===== config.mk =====
export PLATFORM = sky130hd
export DESIGN_NAME = ui_digit_blinker_flat
export DESIGN_NICKNAME = d
export VERILOG_FILES = /design/src/rtl/ui_digit_blinker_pkg.sv /design/src/rtl/ui_digit_blinker_if.sv /design/src/rtl/ui_digit_blinker_timer.sv /design/src/rtl/ui_digit_blinker.sv /design/src/flat_wrapper.sv
export SDC_FILE = /design/constraint.sdc
export NUM_CORES = 1
export LEC_CHECK = 0
export CAP_MARGIN = 5
export CORE_UTILIZATION = 53
export DETAILED_ROUTE_END_ITERATION = 10
export GPL_TIMING_DRIVEN = 0
export HOLD_SLACK_MARGIN = 0.03
export PLACE_DENSITY_LB_ADDON = 0.12
export SLEW_MARGIN = 40
export SYNTH_ARGS = -nofsm -noshare
export SYNTH_HDL_FRONTEND = slang
export SYNTH_SLANG_ARGS = --single-unit

===== constraint.sdc =====
create_clock -name clock -period 5.55 [get_ports clock]
set_clock_uncertainty 0.05 [all_clocks]
set_input_delay 0.8325 -clock clock [delete_from_list [all_inputs] [get_ports clock]]
set_output_delay 0.8325 -clock clock [all_outputs]
set_load 0.1 [all_outputs]

===== src/rtl/ui_digit_blinker_pkg.sv =====
// Shared encodings for the digit blinker: display modes and blink phase.
package ui_pkg;

   localparam logic [1:0] UI_MODE_PASS = 2'd0;
   localparam logic [1:0] UI_MODE_SEL  = 2'd1;
   localparam logic [1:0] UI_MODE_ALL  = 2'd2;
   localparam logic [1:0] UI_MODE_INV  = 2'd3;

   typedef enum logic {
      PH_ON  = 1'b0,
      PH_OFF = 1'b1
   } phase_e;

endpackage


===== src/rtl/ui_digit_blinker_if.sv =====
// Bundle of control inputs and masked outputs between the digit-line encoder
// (master) and the blinker (slave).
interface ui_digit_blinker_if #(
   parameter int N_DIGITS = 32,
   parameter int SEL_W    = 5,
   parameter int CNT_W    = 8
) ();

   logic                tick;
   logic                prog_running;
   logic [1:0]          mode;
   logic [SEL_W-1:0]    digit;
   logic [CNT_W-1:0]    on_time;
   logic [CNT_W-1:0]    off_time;
   logic [N_DIGITS-1:0] digits;
   logic [N_DIGITS-1:0] digits_out;
   logic                blink_on;

   modport master (
      output tick, prog_running, mode, digit, on_time, off_time, digits,
      input  digits_out, blink_on
   );

   modport slave (
      input  tick, prog_running, mode, digit, on_time, off_time, digits,
      output digits_out, blink_on
   );

endinterface


===== src/rtl/ui_digit_blinker_timer.sv =====
// ON/OFF blink phase timer. Advances only on tick; restarts at ON with a
// fresh count when the cursor moves or while the program is running.
//
//   state  | meaning
//   PH_ON  | selected digits visible, counting on_time ticks
//   PH_OFF | selected digits blanked, counting off_time ticks
module ui_blink_timer
   import ui_pkg::*;
#(
   parameter int SEL_W = 5,
   parameter int CNT_W = 8
) (
   input  logic             clock,
   input  logic             reset,
   input  logic             tick_i,
   input  logic             prog_running_i,
   input  logic [SEL_W-1:0] digit_i,
   input  logic [CNT_W-1:0] on_time_i,
   input  logic [CNT_W-1:0] off_time_i,
   output phase_e           phase_o,
   output phase_e           phase_next_o
);

   phase_e           state_q, state_d;
   logic [CNT_W-1:0] cnt_q, cnt_d;
   logic [SEL_W-1:0] digit_q;
   logic [CNT_W-1:0] dur;
   logic [CNT_W:0]   cnt_inc;

   // State, counter and cursor history registers.
   always_ff @(posedge clock) begin
      if (reset) begin
         state_q <= PH_ON;
         cnt_q   <= '0;
         digit_q <= '0;
      end else begin
         state_q <= state_d;
         cnt_q   <= cnt_d;
         digit_q <= digit_i;
      end
   end

   // Next phase: restart/force has priority over tick-driven transitions.
   always_comb begin
      state_d = state_q;
      cnt_d   = cnt_q;
      dur     = (state_q == PH_ON) ? on_time_i : off_time_i;
      if (dur == '0) begin
         dur = {{(CNT_W-1){1'b0}}, 1'b1};
      end
      // Extra bit so an all-ones count still compares correctly.
      cnt_inc = {1'b0, cnt_q} + {{CNT_W{1'b0}}, 1'b1};
      if (prog_running_i || (digit_i != digit_q)) begin
         state_d = PH_ON;
         cnt_d   = '0;
      end else if (tick_i) begin
         if (cnt_inc >= {1'b0, dur}) begin
            state_d = (state_q == PH_ON) ? PH_OFF : PH_ON;
            cnt_d   = '0;
         end else begin
            cnt_d = cnt_inc[CNT_W-1:0];
         end
      end
   end

   assign phase_o      = state_q;
   assign phase_next_o = state_d;

endmodule


===== src/rtl/ui_digit_blinker.sv =====
// Digit blinker top: blink timer, per-digit mask generator and registered
// masked digit lines. blink_on is the timer's phase register itself.
module ui_digit_blinker
   import ui_pkg::*;
#(
   parameter int N_DIGITS = 32,
   parameter int SEL_W    = 5,
   parameter int CNT_W    = 8
) (
   input logic                  clock,
   input logic                  reset,
   ui_digit_blinker_if.slave    bus
);

   phase_e              phase, phase_next;
   logic                blink_on_n;
   logic [N_DIGITS-1:0] sel;
   logic [N_DIGITS-1:0] show;
   logic [N_DIGITS-1:0] digits_out_q;

   ui_blink_timer #(
      .SEL_W (SEL_W),
      .CNT_W (CNT_W)
   ) u_timer (
      .clock          (clock),
      .reset          (reset),
      .tick_i         (bus.tick),
      .prog_running_i (bus.prog_running),
      .digit_i        (bus.digit),
      .on_time_i      (bus.on_time),
      .off_time_i     (bus.off_time),
      .phase_o        (phase),
      .phase_next_o   (phase_next)
   );

   assign blink_on_n = (phase_next == PH_ON);

   // Per-line visibility; an out-of-range cursor matches no line.
   always_comb begin
      sel  = '0;
      show = '1;
      for (int i = 0; i < N_DIGITS; i++) begin
         sel[i] = (32'(bus.digit) == 32'(i));
      end
      if (!bus.prog_running) begin
         case (bus.mode)
            UI_MODE_SEL: show = ~sel | {N_DIGITS{blink_on_n}};
            UI_MODE_ALL: show = {N_DIGITS{blink_on_n}};
            UI_MODE_INV: show = sel | {N_DIGITS{blink_on_n}};
            default:     show = '1;
         endcase
      end
   end

   // Registered masked digit lines.
   always_ff @(posedge clock) begin
      if (reset) begin
         digits_out_q <= '0;
      end else begin
         digits_out_q <= bus.digits & show;
      end
   end

   assign bus.digits_out = digits_out_q;
   assign bus.blink_on   = (phase == PH_ON);

endmodule


===== src/flat_wrapper.sv =====
// flat-port wrapper written by rule: the top's interface ports become plain ports
module ui_digit_blinker_flat import ui_pkg::*;
#(
   parameter int N_DIGITS = 32,
   parameter int SEL_W    = 5,
   parameter int CNT_W    = 8
)
  (clock, reset, bus_tick, bus_prog_running, bus_mode, bus_digit, bus_on_time, bus_off_time, bus_digits, bus_digits_out, bus_blink_on);
  ui_digit_blinker_if #(.N_DIGITS(N_DIGITS), .SEL_W(SEL_W), .CNT_W(CNT_W)) bus_i ();
  input logic clock;
  input logic reset;
  input wire logic [$bits(bus_i.tick)-1:0] bus_tick;
  input wire logic [$bits(bus_i.prog_running)-1:0] bus_prog_running;
  input wire logic [$bits(bus_i.mode)-1:0] bus_mode;
  input wire logic [$bits(bus_i.digit)-1:0] bus_digit;
  input wire logic [$bits(bus_i.on_time)-1:0] bus_on_time;
  input wire logic [$bits(bus_i.off_time)-1:0] bus_off_time;
  input wire logic [$bits(bus_i.digits)-1:0] bus_digits;
  output wire logic [$bits(bus_i.digits_out)-1:0] bus_digits_out;
  output wire logic [$bits(bus_i.blink_on)-1:0] bus_blink_on;
  assign bus_i.tick = bus_tick;
  assign bus_i.prog_running = bus_prog_running;
  assign bus_i.mode = bus_mode;
  assign bus_i.digit = bus_digit;
  assign bus_i.on_time = bus_on_time;
  assign bus_i.off_time = bus_off_time;
  assign bus_i.digits = bus_digits;
  assign bus_digits_out = bus_i.digits_out;
  assign bus_blink_on = bus_i.blink_on;
  ui_digit_blinker #(.N_DIGITS(N_DIGITS), .SEL_W(SEL_W), .CNT_W(CNT_W)) u_core (.clock(clock), .reset(reset), .bus(bus_i));
endmodule

==> key figures, run 1 <==
Outcome
  • Status: completed

Power and ir drop
  • Power per cell area: 204 mW/mm²
  • Clock group share of total power: 34.6%
  • Leakage Power: 0.00170 µW
  • Sw frac: 32.5%
  • VDD IR max: 0.000130 V
  • Pint: 613 µW
  • Seq pwr share: 38.3%
  • NetSw: 295 µW
  • Comb pwr share: 27.1%
  • Total power: 908 µW

Route
  • # DRC: 0
  • DRT Pass-1 Iters: 5
  • Via Count: 3603
  • DR vias/cell: 5.96
  • Antenna Nets Post-Route: 0
  • Wire length per cell: 15.9 µm
  • Final wirelength: 9600 µm
  • DRT iter0 DRCs: 172

Setup path
  • Crit Path Max Fanout: 10
  • Worst setup EP type: flop
  • CP most frequent cell: clkbuf_1
  • Req. time, crit path: 5.68 ns
  • Crit path buffers/inverters: 3
  • Crit path cell chain: clkbuf_1, clkbuf_1, mux2i_1, nand4_1, o21ai_0, ha_1, nor2b_1, o21ai_1, a211oi_4, nor2_2, buf_2, a2111oi_1
  • Critical Path AT: 3.84 ns
  • CP peak stage delay: 0.51 ns
  • Largest delay share family, worst path: compound AO/OA/AOI/OAI gates
  • WS Path Type: reg2reg
  • Slowest stage cell on the critical path: clkbuf_1
  • CP startpoint kind: flop

Synth
  • Post-synth EDFFs: 0
  • Syn Inst Count: 432
  • Number of distinct library cells after synthesis: 48
  • Post-synth top flop: dfxtp_1
  • Post-synthesis cell area: 0.00350 mm²
  • Syn Nets: 500
  • Fraction of the yosys area taken by sequential cells: 26.3%
  • Post-synth ARST share: 0%
  • Syn Area/Cell: 8.10 µm²
  • Synth Register Bits: 46
  • Top cells by area, synth: dfxtp_1, a211oi_1, o211ai_1, o21a_1, a2111oi_2
  • Area leader, netlist: dfxtp_1
  • Post-synth top area share: 26.3%
  • Yosys warnings: 0

Die
  • Rows: 29
  • DIE AREA: 0.00693 mm²
  • Initial Utilization: 55.1%
  • Core Area: 0.00635 mm²
  • Die W: 83.2 µm
  • Die Y: 83.2 µm
  • Num ports: 92

Clock network
  • Root buf cell: clkbuf_8
  • Clk sinks: 46
  • Worst-path clk slew: 0.09 ns
  • Setup repair bufs after CTS: 0
  • CTS hold repair buffers: 0
  • CTS tree: yes
  • Num CTS Buffers: 5
  • Clk_lat worst skew: 0.30 ns
  • Htree depth: 2
  • CTS Buffer Depth: 2
  • # resized after CTS: 0

Hold path
  • Worst Hold Class: reg2reg

Layout
  • Ant diodes: 0
  • Area Overhead vs Synth: 27.3%
  • Finished Core Util: 70.1%
  • # nets final: 595
  • Share of layout cells above drive strength 1: 15.5%
  • Most common cell after layout, fill and taps aside: clkdlybuf4s50_1
  • Post-Layout Cell Count: 605
  • Commonest non-fill, non-tap cells in the layout: clkdlybuf4s50_1, buf_2, dfxtp_1, nor2_1

Placement
  • Placed Cells: 597
  • Port bufs: 88
  • Gpl congestion: 0.856
  • DP Wirelength: 7070 µm

STA
  • Final setup TNS: 0 ns
  • Hold Fails Final Rpt: 0
  • Worst-margin pin slew: 0.628 ns
  • Tmin final: 3.71 ns
  • Max-slew violation total from the final report: 0
  • Final setup fails: 0
  • Final worst path period share: 66.9%
  • Fmax: 0.269 GHz
  • Relative slew slack: 58.1%
  • Worst hold margin: 0.439 ns
  • RSZ-0062 raised after global routing: false

Global route
  • Aggregate global routing overflow: 0
  • Largest net degree at the start of global routing: 15
  • First-pass GRT wire length: 16300 µm
  • GRT Util Overall: 28.3%
  • Vias in the first global route: 3384
  • Initial antenna violation count: 0

Run
  • Max Cap Viol: 0
## tightest hold or removal path, cell delays in order (launching register included)
cell and delay (ns):
dfxtp_1 0.34, nand2_1 0.06, a21oi_1 0.05
## stage by stage
| step | cell area (µm²) | setup slack [ns] |
|---|---|---|
| 2_1_floorplan | 3500 | 2.48 |
| 3_3_place_gp | 4480 | 1.94 |
| 3_5_place_dp | 4310 | 1.77 |
| 4_1_cts | 4450 | 1.80 |
| 5_1_grt | 4450 | 1.53 |
| 6_report | 4450 | 1.84 |
## cell type report
type | instances | area, µm²
clock inverters | 2 | 60.1
repair buffers | 88 | 716
multi-input cells | 300 | 2200
fillers | 522 | 1900
inverters | 33 | 124
well taps | 77 | 96.3
flip-flops and latches | 46 | 921
plain buffers | 53 | 250
clock buffers | 6 | 82.6
## power by group through the flow
stage,clock (µW),sequential (µW),combinational [µW]
finish,314,347,246
global route,327,349,261
CTS,320,348,245
detailed placement,0,355,244
global placement,0,355,253
floorplan,0,446,80.7
## worst paths after layout
check	startpoint	end	slack, ns	cells after the start
worst max-delay path	u_core.u_timer.phase_o	u_core.bus.digits_out[10]	1.84	12
worst min-delay path	u_core.u_timer.cnt_q[7]	u_core.u_timer.cnt_q[7]	0.44	2
worst max register to register	u_core.u_timer.phase_o	u_core.bus.digits_out[10]	1.84	12
worst min register to register	u_core.u_timer.cnt_q[7]	u_core.u_timer.cnt_q[7]	0.44	2
## metal layers
layer / part of all wire (%) / track usage, % / routed length (µm) / up-vias
met5: 0 / 0 / 0 / -
met4: 1.5 / 8.31 / 146 / 0
met3: 4.6 / 3.98 / 440 / 16
met2: 49 / 48.7 / 4680 / 105
met1: 45 / 36.7 / 4340 / 1681
li1: - / - / - / 1801
## state kept, by name (all words and copies together) (netlist names)
register	flops
u_core.bus.digits_out	32
u_core.u_timer.cnt_q	8
u_core.u_timer.digit_q	5
u_core.u_timer.phase_o	1
## Yosys cell counts, types with 2 or more instances
cell type  number
dfxtp_1        46
nor2_1         35
a211oi_1       32
inv_1          32
nor3_1         31
o211ai_1       30
o21a_1         30
clkbuf_1       29
a2111oi_1      17
buf_2          17
a2111oi_2      13
nand2_1        11
ha_1            9
nand3_1         9
a21oi_1         8
mux2i_1         8
nor2b_1         7
and3_1          6
xor2_1          6
xnor2_1         5
a21o_1          4
nand2b_1        4
nand4b_1        4
buf_6           3
nand4bb_1       3
o21ai_0         3
or3_1           3
a2111oi_0       2
buf_1           2
buf_4           2
nand4_1         2
nor4_1          2
o211ai_2        2
## cell families (layout without fill, tap and decap cells)
family / Yosys count / count (layout) / synth area share (%)
simple gates: 123 / 123 / 18.6
flops: 46 / 46 / 26.3
buf+inv: 86 / 182 / 10.7
mux: 8 / 8 / 2.29
xor+xnor: 11 / 11 / 2.75
fa+ha+maj: 9 / 9 / 3.22
compound gates: 149 / 149 / 36.1
(Power assumes the default switching activity.)
==> inputs of run 2 (changes only) <==
Settings changed: CORE_UTILIZATION 53 to 45.
Clock period 5.55 ns to 3.4 ns, I/O delays scaled along.
==> run 2 against run 1 <==
Against the previous run: non-clock buffer count is 2 higher; final cell count up 4.0%; largest power group unchanged; sequential cell count stayed put; critical path depth unchanged; fmax rose by 15%; global-route usage decreased by 4.6 points; combinational power is 63% higher; largest cell class unchanged; power is 44% higher; sequential power increased by 63%; count of clock-buffer cells in the layout stayed put; worst hold slack lost 0.0044 ns.
==> key figures, run 2 (same netlist as run 1, synthesis figures left out) <==
STA
  • Hold Fails Final Rpt: 0 (unchanged)
  • Worst-margin pin slew: 0.668 ns (+0.0401 ns)
  • Tmin final: 3.21 ns (-0.498 ns)
  • Worst hold margin: 0.435 ns (-0.00440 ns)
  • Relative slew slack: 55.5% (-2.7 points)
  • RSZ-0062 raised after global routing: false
  • Max-slew violation total from the final report: 0 (unchanged)
  • Final setup TNS: 0 ns (unchanged)
  • Final worst path period share: 94.5% (+28 points)
  • Fmax: 0.311 GHz (+15%)
  • Final setup fails: 0 (unchanged)

Setup path
  • Slowest stage cell on the critical path: dfxtp_2
  • Req. time, crit path: 3.52 ns (-2.16 ns)
  • Critical Path AT: 3.33 ns (-0.51 ns)
  • Crit Path Max Fanout: 10 (unchanged)
  • Worst setup EP type: flop
  • Crit path cell chain: ha_2, and3_1, nand3_1, xnor2_1, ha_1, and3_1, a221o_1, a211o_1, buf_4, buf_2, a211oi_1, a2111oi_2
  • Reg-to-reg critical path startpoint: u_core.u_timer.cnt_q[0]
  • WS Path Type: reg2reg
  • R2R cell count: 12 (unchanged)
  • CP peak stage delay: 0.39 ns (-0.12 ns)
  • CP most frequent cell: and3_1
  • Worst reg2reg setup slack: 0.19 ns (-1.65 ns)
  • CP startpoint kind: flop
  • RR Endpoint: u_core.bus.digits_out[3]

Placement
  • Port bufs: 88 (unchanged)
  • Gpl congestion: 0.858 (+0.14%)
  • DP Wirelength: 7090 µm (+0.27%)

Clock network
  • CTS hold repair buffers: 0 (unchanged)
  • CTS tree: yes
  • Clk sinks: 46 (unchanged)
  • Num CTS Buffers: 5 (unchanged)
  • Clk_lat worst skew: 0.30 ns (about the same)
  • Htree depth: 2 (unchanged)
  • CTS Buffer Depth: 2 (unchanged)
  • Worst-path clk slew: 0.09 ns (about the same)
  • Root buf cell: clkbuf_8

Power and ir drop
  • Total power: 1310 µW (+44%)
  • VDD IR max: 0.000151 V (+16%)
  • NetSw: 473 µW (+61%)
  • Clock group share of total power: 25.8% (-8.8 points)
  • Comb pwr share: 30.8% (+3.7 points)
  • Power per cell area: 293 mW/mm² (+44%)
  • Seq pwr share: 43.4% (+5.1 points)
  • Pint: 833 µW (+36%)
  • Sw frac: 36.2% (+3.8 points)
  • Leakage Power: 0.00169 µW (-0.62%)

Hold path
  • Worst Hold Class: reg2reg
  • Hold_sp: u_core.u_timer.cnt_q[7]
  • Min-Delay Endpoint: u_core.u_timer.cnt_q[7]
  • Hold Crit Depth: 2 (unchanged)

Global route
  • Aggregate global routing overflow: 0 (unchanged)
  • GRT Util Overall: 23.7% (-4.6 points)
  • Vias in the first global route: 3502 (+3.5%)
  • First-pass GRT wire length: 16200 µm (-0.42%)
  • Largest net degree at the start of global routing: 15 (unchanged)
  • Initial antenna violation count: 0 (unchanged)

Layout
  • Max reg flops: 32 (unchanged)
  • Most common cell after layout, fill and taps aside: clkdlybuf4s50_1
  • Ant diodes: 0 (unchanged)
  • Register area: 923 µm² (+0.27%)
  • Share of layout cells above drive strength 1: 17.2% (+1.6 points)
  • Fillers: 699 (+34%)
  • # nets final: 597 (+0.34%)
  • Area Overhead vs Synth: 27.6%
  • Multi-input gate area: 0.00222 mm² (+0.74%)
  • Commonest non-fill, non-tap cells in the layout: clkdlybuf4s50_1, buf_2, dfxtp_1, nor2_1, inv_1

Route
  • Via Count: 3580 (-0.64%)
  • DRT met1 WL: 4240 µm (-2.1%)
  • Wire length per cell: 15.2 µm (-4.3%)
  • DRT Pass-1 Iters: 4 (-1)
  • Met3 WL post-DR: 482 µm (+9.5%)
  • Antenna Nets Post-Route: 0 (unchanged)
  • DRT iter0 DRCs: 172 (unchanged)
  • Met2 WL: 4730 µm (+1.1%)
  • # DRC: 0 (unchanged)
  • DR vias/cell: 5.69 (-4.4%)
  • Highest routed layer: met4
  • Final wirelength: 9550 µm (-0.51%)

Die
  • DIE AREA: 0.00813 mm² (+17%)
  • Die W: 90.2 µm (+8.3%)
  • Die Y: 90.2 µm (+8.3%)
  • Num ports: 92 (unchanged)
  • Rows: 31 (+6.9%)
  • Core Area: 0.00737 mm² (+16%)
  • Initial Utilization: 47.5% (-7.6 points)

Run
  • Max Cap Viol: 0 (unchanged)

Outcome
  • Status: completed
-- run 2: cell count changes in the layout (fill, tap and decap cells not counted), moves of 2 or more --
cell       change
buf_4          +3
bufinv_16      -2
dfxtp_1        -2
dfxtp_2        +2
-- run 2: worst max-delay path by stage --
stage | startpoint | endpoint | cells after the start
final | u_core.u_timer.cnt_q[0] | u_core.bus.digits_out[3] | 12
after global routing | u_core.u_timer.cnt_q[0] | u_core.bus.digits_out[11] | 12
after CTS | u_core.u_timer.phase_o | u_core.bus.digits_out[14] | 12
after detailed placement | u_core.u_timer.phase_o | u_core.bus.digits_out[14] | 12
after global placement | u_core.u_timer.phase_o | u_core.bus.digits_out[16] | 12
after floorplan | u_core.u_timer.phase_o | u_core.bus.digits_out[12] | 11
-- run 2: worst max-delay path: cells and delay by family (launching register included) --
kind	cells	cell delay (ns)
buf+inv	2	0.37
compound gates	4	1.10
simple gates	3	0.45
fa+ha+maj	2	0.51
flops	1	0.39
xor+xnor	1	0.21
-- run 2: timing repair --
item	CTS	global route
pin swaps	0	1
setup endpoints to repair	32	33
gates resized for setup	2	6
buffers inserted	0	3
endpoints found under the hold margin	0	0
-- run 2: layer usage --
metal | vias up | GRT usage (%)
met5 | - | 0
met4 | 0 | 6.72
met3 | 13 | 4.23
met2 | 95 | 41.3
met1 | 1670 | 29.7
li1 | 1802 | -
-- run 2: final cells by class --
class	instances	share of cell area (%)
Buffer	52	5.60
Clock buffer	6	1.63
Clock inverter	2	0.308
Inverter	33	2.77
Multi-Input combinational cell	300	49.7
Sequential cell	46	20.7
Tap cell	99	2.77
Timing Repair Buffer	91	16.5
-- run 2: power groups by stage --
stage | Clock (µW) | Sequential (µW) | Combinational, µW
floorplan | 0 | 728 | 132
global placement | 0 | 580 | 413
detailed placement | 0 | 580 | 398
CTS | 348 | 567 | 400
global route | 373 | 569 | 426
finish | 337 | 567 | 402
-- run 2: through the flow --
step / cell area (µm²) / cells / setup WS [ns] / utilization, %
4_1_cts: 4430 / 627 / 0.00633 / 60.1
3_3_place_gp: 4500 / 619 / -0.190 / 61.1
5_1_grt: 4470 / 629 / 0.00112 / 60.6
6_report: 4470 / 629 / 0.186 / 60.6
3_5_place_dp: 4340 / 619 / -0.210 / 58.9
2_1_floorplan: 3500 / 432 / 0.326 / -
